===== src/rtl/reg_file_2r1w.sv =====
// reg_file_2r1w: 2-read/1-write register file with a self-timed clear sequencer.
// Define REGFILE_WRITE_BYPASS_EN to forward same-cycle write data to the read ports.
module reg_file_2r1w #(
    parameter int DATA_W = 32,
    parameter int ADDR_W = 6
) (
    input  logic              clk,
    input  logic              rst_n,
    input  logic              we,
    input  logic [ADDR_W-1:0] waddr,
    input  logic [DATA_W-1:0] wdata,
    input  logic [ADDR_W-1:0] raddr_a,
    output logic [DATA_W-1:0] rdata_a,
    input  logic [ADDR_W-1:0] raddr_b,
    output logic [DATA_W-1:0] rdata_b,
    input  logic              clr_req,
    output logic              clr_busy,
    output logic              clr_done
);
    localparam int N = 2**ADDR_W;
    typedef enum logic [1:0] {IDLE, CLEAR, DONE} state_e;
    state_e            state_q, state_d;
    logic [ADDR_W-1:0] cnt_q, cnt_d;
    logic [DATA_W-1:0] mem_q [N];
    logic              wr_en;
    assign wr_en = we && state_q != CLEAR;
    always_ff @(posedge clk or negedge rst_n) begin
        if (!rst_n) begin
            state_q <= IDLE;
            cnt_q   <= '0;
        end else begin
            state_q <= state_d;
            cnt_q   <= cnt_d;
        end
    end
    // The counter wraps on the terminal address, but the FSM has already left CLEAR by then
    always_comb begin
        state_d = state_q;
        cnt_d   = cnt_q;
        case (state_q)
            IDLE: begin
                state_d = clr_req ? CLEAR : IDLE;
                cnt_d   = '0;
            end
            CLEAR: begin
                cnt_d   = cnt_q + 1'b1;
                state_d = &cnt_q ? DONE : CLEAR;
            end
            default: state_d = IDLE;
        endcase
    end
    always_comb begin
        clr_busy = state_q == CLEAR;
        clr_done = state_q == DONE;
    end
    always_ff @(posedge clk or negedge rst_n) begin
        if (!rst_n) begin
            for (int i = 0; i < N; i++) mem_q[i] <= '0;
        end else if (state_q == CLEAR) begin
            mem_q[cnt_q] <= '0;
        end else if (wr_en) begin
            mem_q[waddr] <= wdata;
        end
    end
`ifdef REGFILE_WRITE_BYPASS_EN
    assign rdata_a = (rst_n && wr_en && raddr_a == waddr) ? wdata : mem_q[raddr_a];
    assign rdata_b = (rst_n && wr_en && raddr_b == waddr) ? wdata : mem_q[raddr_b];
`else
    assign rdata_a = mem_q[raddr_a];
    assign rdata_b = mem_q[raddr_b];
`endif
endmodule


===== config.mk =====
export PLATFORM = sky130hd
export DESIGN_NAME = reg_file_2r1w
export DESIGN_NICKNAME = d
export VERILOG_FILES = /design/src/rtl/reg_file_2r1w.sv
export SDC_FILE = /design/constraint.sdc
export NUM_CORES = 2
export LEC_CHECK = 0
export CORE_ASPECT_RATIO = 1.4
export CORE_MARGIN = 1
export CORE_UTILIZATION = 65
export DETAILED_ROUTE_END_ITERATION = 8
export DONT_BUFFER_PORTS = 1
export GPL_ROUTABILITY_DRIVEN = 0
export MAX_ROUTING_LAYER = met4
export PLACE_DENSITY = 0.92
export SLEW_MARGIN = 15
export SYNTH_ARGS = -nofsm -noshare
export SYNTH_HDL_FRONTEND = slang
export SYNTH_SLANG_ARGS = --single-unit

===== constraint.sdc =====
create_clock -name clk -period 6.32 [get_ports clk]
set_input_delay 0 -clock clk [delete_from_list [all_inputs] [get_ports clk]]
set_output_delay 0 -clock clk [all_outputs]
set_load 0.01 [all_outputs]

==> flow_metrics.py, run 1 <==
metrics = {
    "global_route": {
        "first_global_vias": 98440,
        "grt_max_degree": 540,
        "grt_usage_pct": 64.06,
        "gr-total-overflow": 36,
        "grt_pass1_wl_mm": 724.4,
    },
    "synthesis": {
        "synthCells": 7304,
        "ys.warnings.count": 0,
        "synth_edf_count": 0,
        "yosys.area.top_type_share_pct": 49.16,
        "syn_area_sq_um": 104700,
        "synth-main-ff-cell": "dfrtp_1",
        "synthTopCellsByArea": "dfrtp_1 49%, mux4_2 21%, a22o_1 17%",
        "yosys.area.top_type": "dfrtp_1",
        "async_reset_ff_share_pct": 100.0,
        "synth_nets": 7359,
        "yosysSeqAreaShare_pct": 49.16,
        "avgSynthCellArea_sq_um": 14.33,
        "synth-seq-cells": 2056,
        "yosysUniqueCellTypes": 62,
    },
    "run_status": {
        "status": "aborted with a tool error",
        "lastStage": "5_1_grt",
        "error_line": "[ERROR GRT-0116] Global routing finished with congestion. Check the congestion regions in the DRC Viewer.",
    },
    "clock_network": {
        "max-clock-path-buffers": 3,
        "cts_sinks": 2056,
        "cts_buffers": 182,
        "cts_root_buf": "clkbuf_16",
        "post_cts_buffers": 0,
        "cts_max_level": 4,
    },
    "floorplanning": {
        "ioPinCount": 120,
        "die_height_um": 476.8,
        "placementRows": 173,
        "die_x_um": 341.1,
        "initial_core_util_pct": 65.69,
    },
    "place": {
        "dp_hpwl_mm": 225.5,
        "port_buffers": 0,
    },
}
Yosys cell counts (2+ instances only):
cell          n
nor2_1       74
or2_2         4
o22ai_1     271
a221o_1       4
o2bb2ai_1     2
mux4_2      998
or3b_2        5
and2_0        2
o22a_1       35
a211oi_1     37
buf_6        11
nor2_2        5
or3_1         6
nand3_1      13
a21o_1        2
a22oi_1      31
buf_1        84
nor2_4       27
dfrtp_1    2056
and2_1        9
a31oi_1       3
o31ai_1       2
a21oi_1     122
nor4_1       46
a22o_1     2063
or3b_1        3
nand2_1      70
o221ai_1     39
o2111ai_1     3
buf_4        45
nor3b_1       6
clkbuf_1    578
nand2b_1     21
mux2i_1     159
nor2b_1      40
a2bb2oi_1    11
mux2_2       49
inv_2         3
nand3b_1      6
nor3_1       44
buf_2       268
o21ai_0       5
a221oi_1     22
a311oi_1      2
repair_timing:
item                       CTS
hold endpoints to repair  2382
hold buffers               104
gates resized for setup      0
stage by stage:
stage	hold WS (ns)	instances	cell area [sq um]	setup slack (ns)	utilization, %
CTS	0.03633	9042	113700	0.9919	71.36
detailed placement	-0.2934	8597	105700	1.650	66.34
global placement	-0.2934	8592	105500	1.494	66.25
floorplan	-0.2956	7304	104700	4.284	-
per-layer routing:
| metal | GRT usage [%] | overflow |
|---|---|---|
| met1 | 61.23 | 7 |
| met2 | 78.60 | 14 |
| met3 | 53.84 | 8 |
| met4 | 55.37 | 7 |
| met5 | - | - |
cells by family after synthesis:
group,count (synthesis),synth area share (%)
AO/OA/AOI/OAI,2659,21.06
XOR/XNOR,1,0.008370
adder cells (fa/ha/maj),1,0.01195
buffers and inverters,990,4.111
flip-flops,2056,49.16
multiplexers,1206,23.52
AND/OR/NAND/NOR,391,2.123
==> run 2, diff against run 1 <==
- CORE_ASPECT_RATIO: 1.4 -> default
- CORE_UTILIZATION: 65 -> 40
- MAX_ROUTING_LAYER: met4 -> default
- PLACE_DENSITY: 0.92 -> default
- PLACE_DENSITY_LB_ADDON: default -> 0.15
==> run 2 against run 1 <==
The flow now finishes, with violations (max-slew violations). Synthesized area stayed put. Synthesized cell count unchanged.
==> flow_metrics.py, run 2 <==
metrics = {
    "floorplanning": {
        "die-area_sq_um": 263700,
        "die_x_um": 513.5,
        "floorplan.core_area_sq_um": 259900,
        "placementRows": 187,
        "die_height_um": 513.5,
        "initial_core_util_pct": 40.26,
        "ioPinCount": 120,
    },
    "run_status": {
        "status": "finished with violations",
        "violations": "max-slew violations",
    },
    "synthesis": {
        "synth-seq-cells": 2056,
        "ys.warnings.count": 0,
        "avgSynthCellArea_sq_um": 14.33,
        "synth_nets": 7359,
        "yosysMostFrequentCell": "a22o_1",
        "yosysUniqueCellTypes": 62,
        "muxShareOfSynthArea_pct": 23.52,
        "yosysSeqAreaShare_pct": 49.16,
        "synthSimpleGateAreaFrac_pct": 2.123,
        "synth-xor-area-share_pct": 0.008369,
        "yosys.area.top_type_share_pct": 49.16,
        "async_reset_ff_share_pct": 100.0,
        "yosys.area.top_type": "dfrtp_1",
        "synth_fa_ha_area_share_pct": 0.01196,
        "synthTopCellsByArea": "dfrtp_1 49%, mux4_2 21%, a22o_1 17%",
        "synth_common_cells": "2,063 x a22o_1, 2,056 x dfrtp_1, 998 x mux4_2",
        "synth-compound-area-share_pct": 21.06,
        "synth_top_family_by_area": "multiplexers",
        "syn_area_sq_um": 104700,
        "synth_edf_count": 0,
        "synthCells": 7304,
        "synth-main-ff-cell": "dfrtp_1",
    },
    "global_route": {
        "grt_pass1_wl_mm": 619.1,
        "antenna_found_initial": 18,
        "grt_usage_pct": 32.96,
        "gr-total-overflow": 0,
        "grt_max_degree": 540,
        "first_global_vias": 75180,
    },
    "worst_setup_path": {
        "cp-start-kind": "input pin",
        "end_kind": "output pin",
        "critPathMaxFanout": 133,
        "critPathKind": "in2out",
        "cp.required_ns": 6.32,
        "arrival_ns": 5.10,
    },
    "timing": {
        "setup_viol": 0,
        "min_period_ns": 5.101,
        "fmax_mhz": 196.1,
        "period_share_pct": 80.71,
        "tightestPinTransition_ns": 2.239,
        "slew_viol_final": 352,
        "tns_ns": 0,
        "hold_viol_final": 0,
        "rsz0062_at_grt": "no",
        "max-slew-margin-rel_pct": -49.28,
        "clock_skew_ns": 0.02899,
    },
    "finish": {
        "register_area_sq_um": 51450,
        "fill_cells": 22700,
        "max_flop_register": "mem_q",
        "finalInstanceArea_sq_um": 117900,
        "final_cell_mix": "2,063 x a22o_1, 2,056 x dfrtp_1, 998 x mux4_2",
        "top_regs": "mem_q (2048), cnt_q (6), state_q (2)",
        "layout-drive-gt1-share_pct": 26.53,
        "mostFrequentLayoutCell": "a22o_1",
        "syn_to_final_growth_pct": 12.62,
        "nNetsFinal": 6933,
        "largest_reg_flops": 2048,
        "multi_input_area_sq_um": 50360,
    },
    "place": {
        "dp_hpwl_mm": 241.6,
        "post_dp_cell_area_sq_um": 108100,
        "port_buffers": 0,
    },
    "detailed_routing": {
        "wl_per_cell_um": 41.43,
        "ant_nets": 0,
        "vias_per_cell": 7.316,
        "drt_wl_total_mm": 437.6,
        "drt_iter0_markers": 10670,
        "drc": 0,
        "drt-pass1-iter-count": 6,
        "route.vias.total": 77260,
    },
    "power_and_ir_drop": {
        "pwr-share-comb_pct": 13.4,
        "clkPwrFrac_pct": 43.3,
        "swShare_pct": 28.38,
        "power_switching_mw": 9.040,
        "max-vdd-ir-drop_mv": 0.3219,
        "power.leakage_nw": 51.03,
        "power_per_cell_area_nw_per_um2": 270.3,
        "p_int_mw": 22.81,
        "power_frac_seq_pct": 43.3,
    },
    "clock_network": {
        "clock_latency_ns": 0.92,
        "post_cts_buffers": 0,
        "cts_sinks": 2056,
        "cts_resized": 0,
        "path_clk_slew_ns": 0.06,
        "cts_root_buf": "clkbuf_16",
        "cts_tree": "built",
        "cts-hold-fix-buffers": 108,
        "cts_buffers": 222,
        "max-clock-path-buffers": 3,
        "cts_max_level": 4,
    },
    "flow_run": {
        "cap_violations": 0,
    },
    "worst_hold_path": {
        "hold_path_class": "in2reg",
    },
}
==> run 2: kinds of logic (layout without fill, tap and decap cells) <==
family | count (synthesis) | count (layout)
AO/OA/AOI/OAI | 2659 | 2659
flip-flops | 2056 | 2056
multiplexers | 1206 | 1206
buffers and inverters | 990 | 745
AND/OR/NAND/NOR | 391 | 391
adder cells (fa/ha/maj) | 1 | 1
XOR/XNOR | 1 | 1
other | 0 | 6
==> run 2: layer usage <==
metal | track usage, % | vias up | wire [um]
met3 | 11.96 | 821 | 57830
met1 | 45.52 | 41980 | 169900
met4 | 15.37 | 10 | 23770
li1 | - | 29180 | -
met2 | 45.91 | 5278 | 185800
met5 | 0.6210 | - | 244
==> run 2: worst max-delay path, stage by stage <==
cell,delay [ns]
buf_16,0.54
buf_16,0.82
buf_16,0.56
mux4_2,0.59
nor2b_1,0.17
a2111oi_0,0.96
nor3_1,0.24
o22a_1,0.43
==> run 2: final timing paths <==
kind | startpoint | end | slack [ns] | cells past startpoint
worst max-delay path | raddr_a[0] | rdata_a[30] | 1.22 | 8
worst min-delay path | waddr[3] | mem_q[414] | 0.02 | 3
worst max register to register | state_q[1] | mem_q[1558] | 1.73 | 9
worst min register to register | mem_q[629] | mem_q[629] | 0.51 | 1
max in group asynchronous | rst_n | mem_q[1623] | 2.02 | 9
min in group asynchronous | rst_n | mem_q[792] | 0.20 | 3
==> run 2: area by class of cell <==
type	instances	share of cell area (%)
Tap cell	3496	3.711
Antenna cell	6	0.01274
Sequential cell	2056	43.65
Multi-Input combinational cell	4258	42.73
Inverter	4	0.01274
Timing Repair Buffer	336	3.403
Clock inverter	74	0.8026
Clock buffer	331	5.677
==> run 2: power groups by stage <==
| stage | clock (mW) | combinational [mW] | sequential [mW] |
|---|---|---|---|
| 5_1_grt | 14.5 | 4.34 | 13.8 |
| 4_1_cts | 13.9 | 3.88 | 13.8 |
| 2_1_floorplan | 0 | 2.19 | 13.9 |
| 6_report | 13.8 | 4.25 | 13.8 |
| 3_3_place_gp | 0 | 3.41 | 14.0 |
| 3_5_place_dp | 0 | 3.46 | 14.0 |
==> run 2: through the flow <==
step | hold WS [ns] | setup WS, ns | std cells | total power [mW] | util [%]
2_1_floorplan | -0.2956 | 4.284 | 7304 | 16.08 | -
6_report | 0.01850 | 1.219 | 10560 | 31.85 | 45.34
4_1_cts | 0.003515 | 1.829 | 10540 | 31.61 | 45.15
3_3_place_gp | -0.2955 | 1.925 | 10010 | 17.41 | 41.46
5_1_grt | 0.01346 | 1.147 | 10560 | 32.63 | 45.34
3_5_place_dp | -0.2955 | 2.234 | 10020 | 17.47 | 41.58
(Power assumes the default switching activity.)
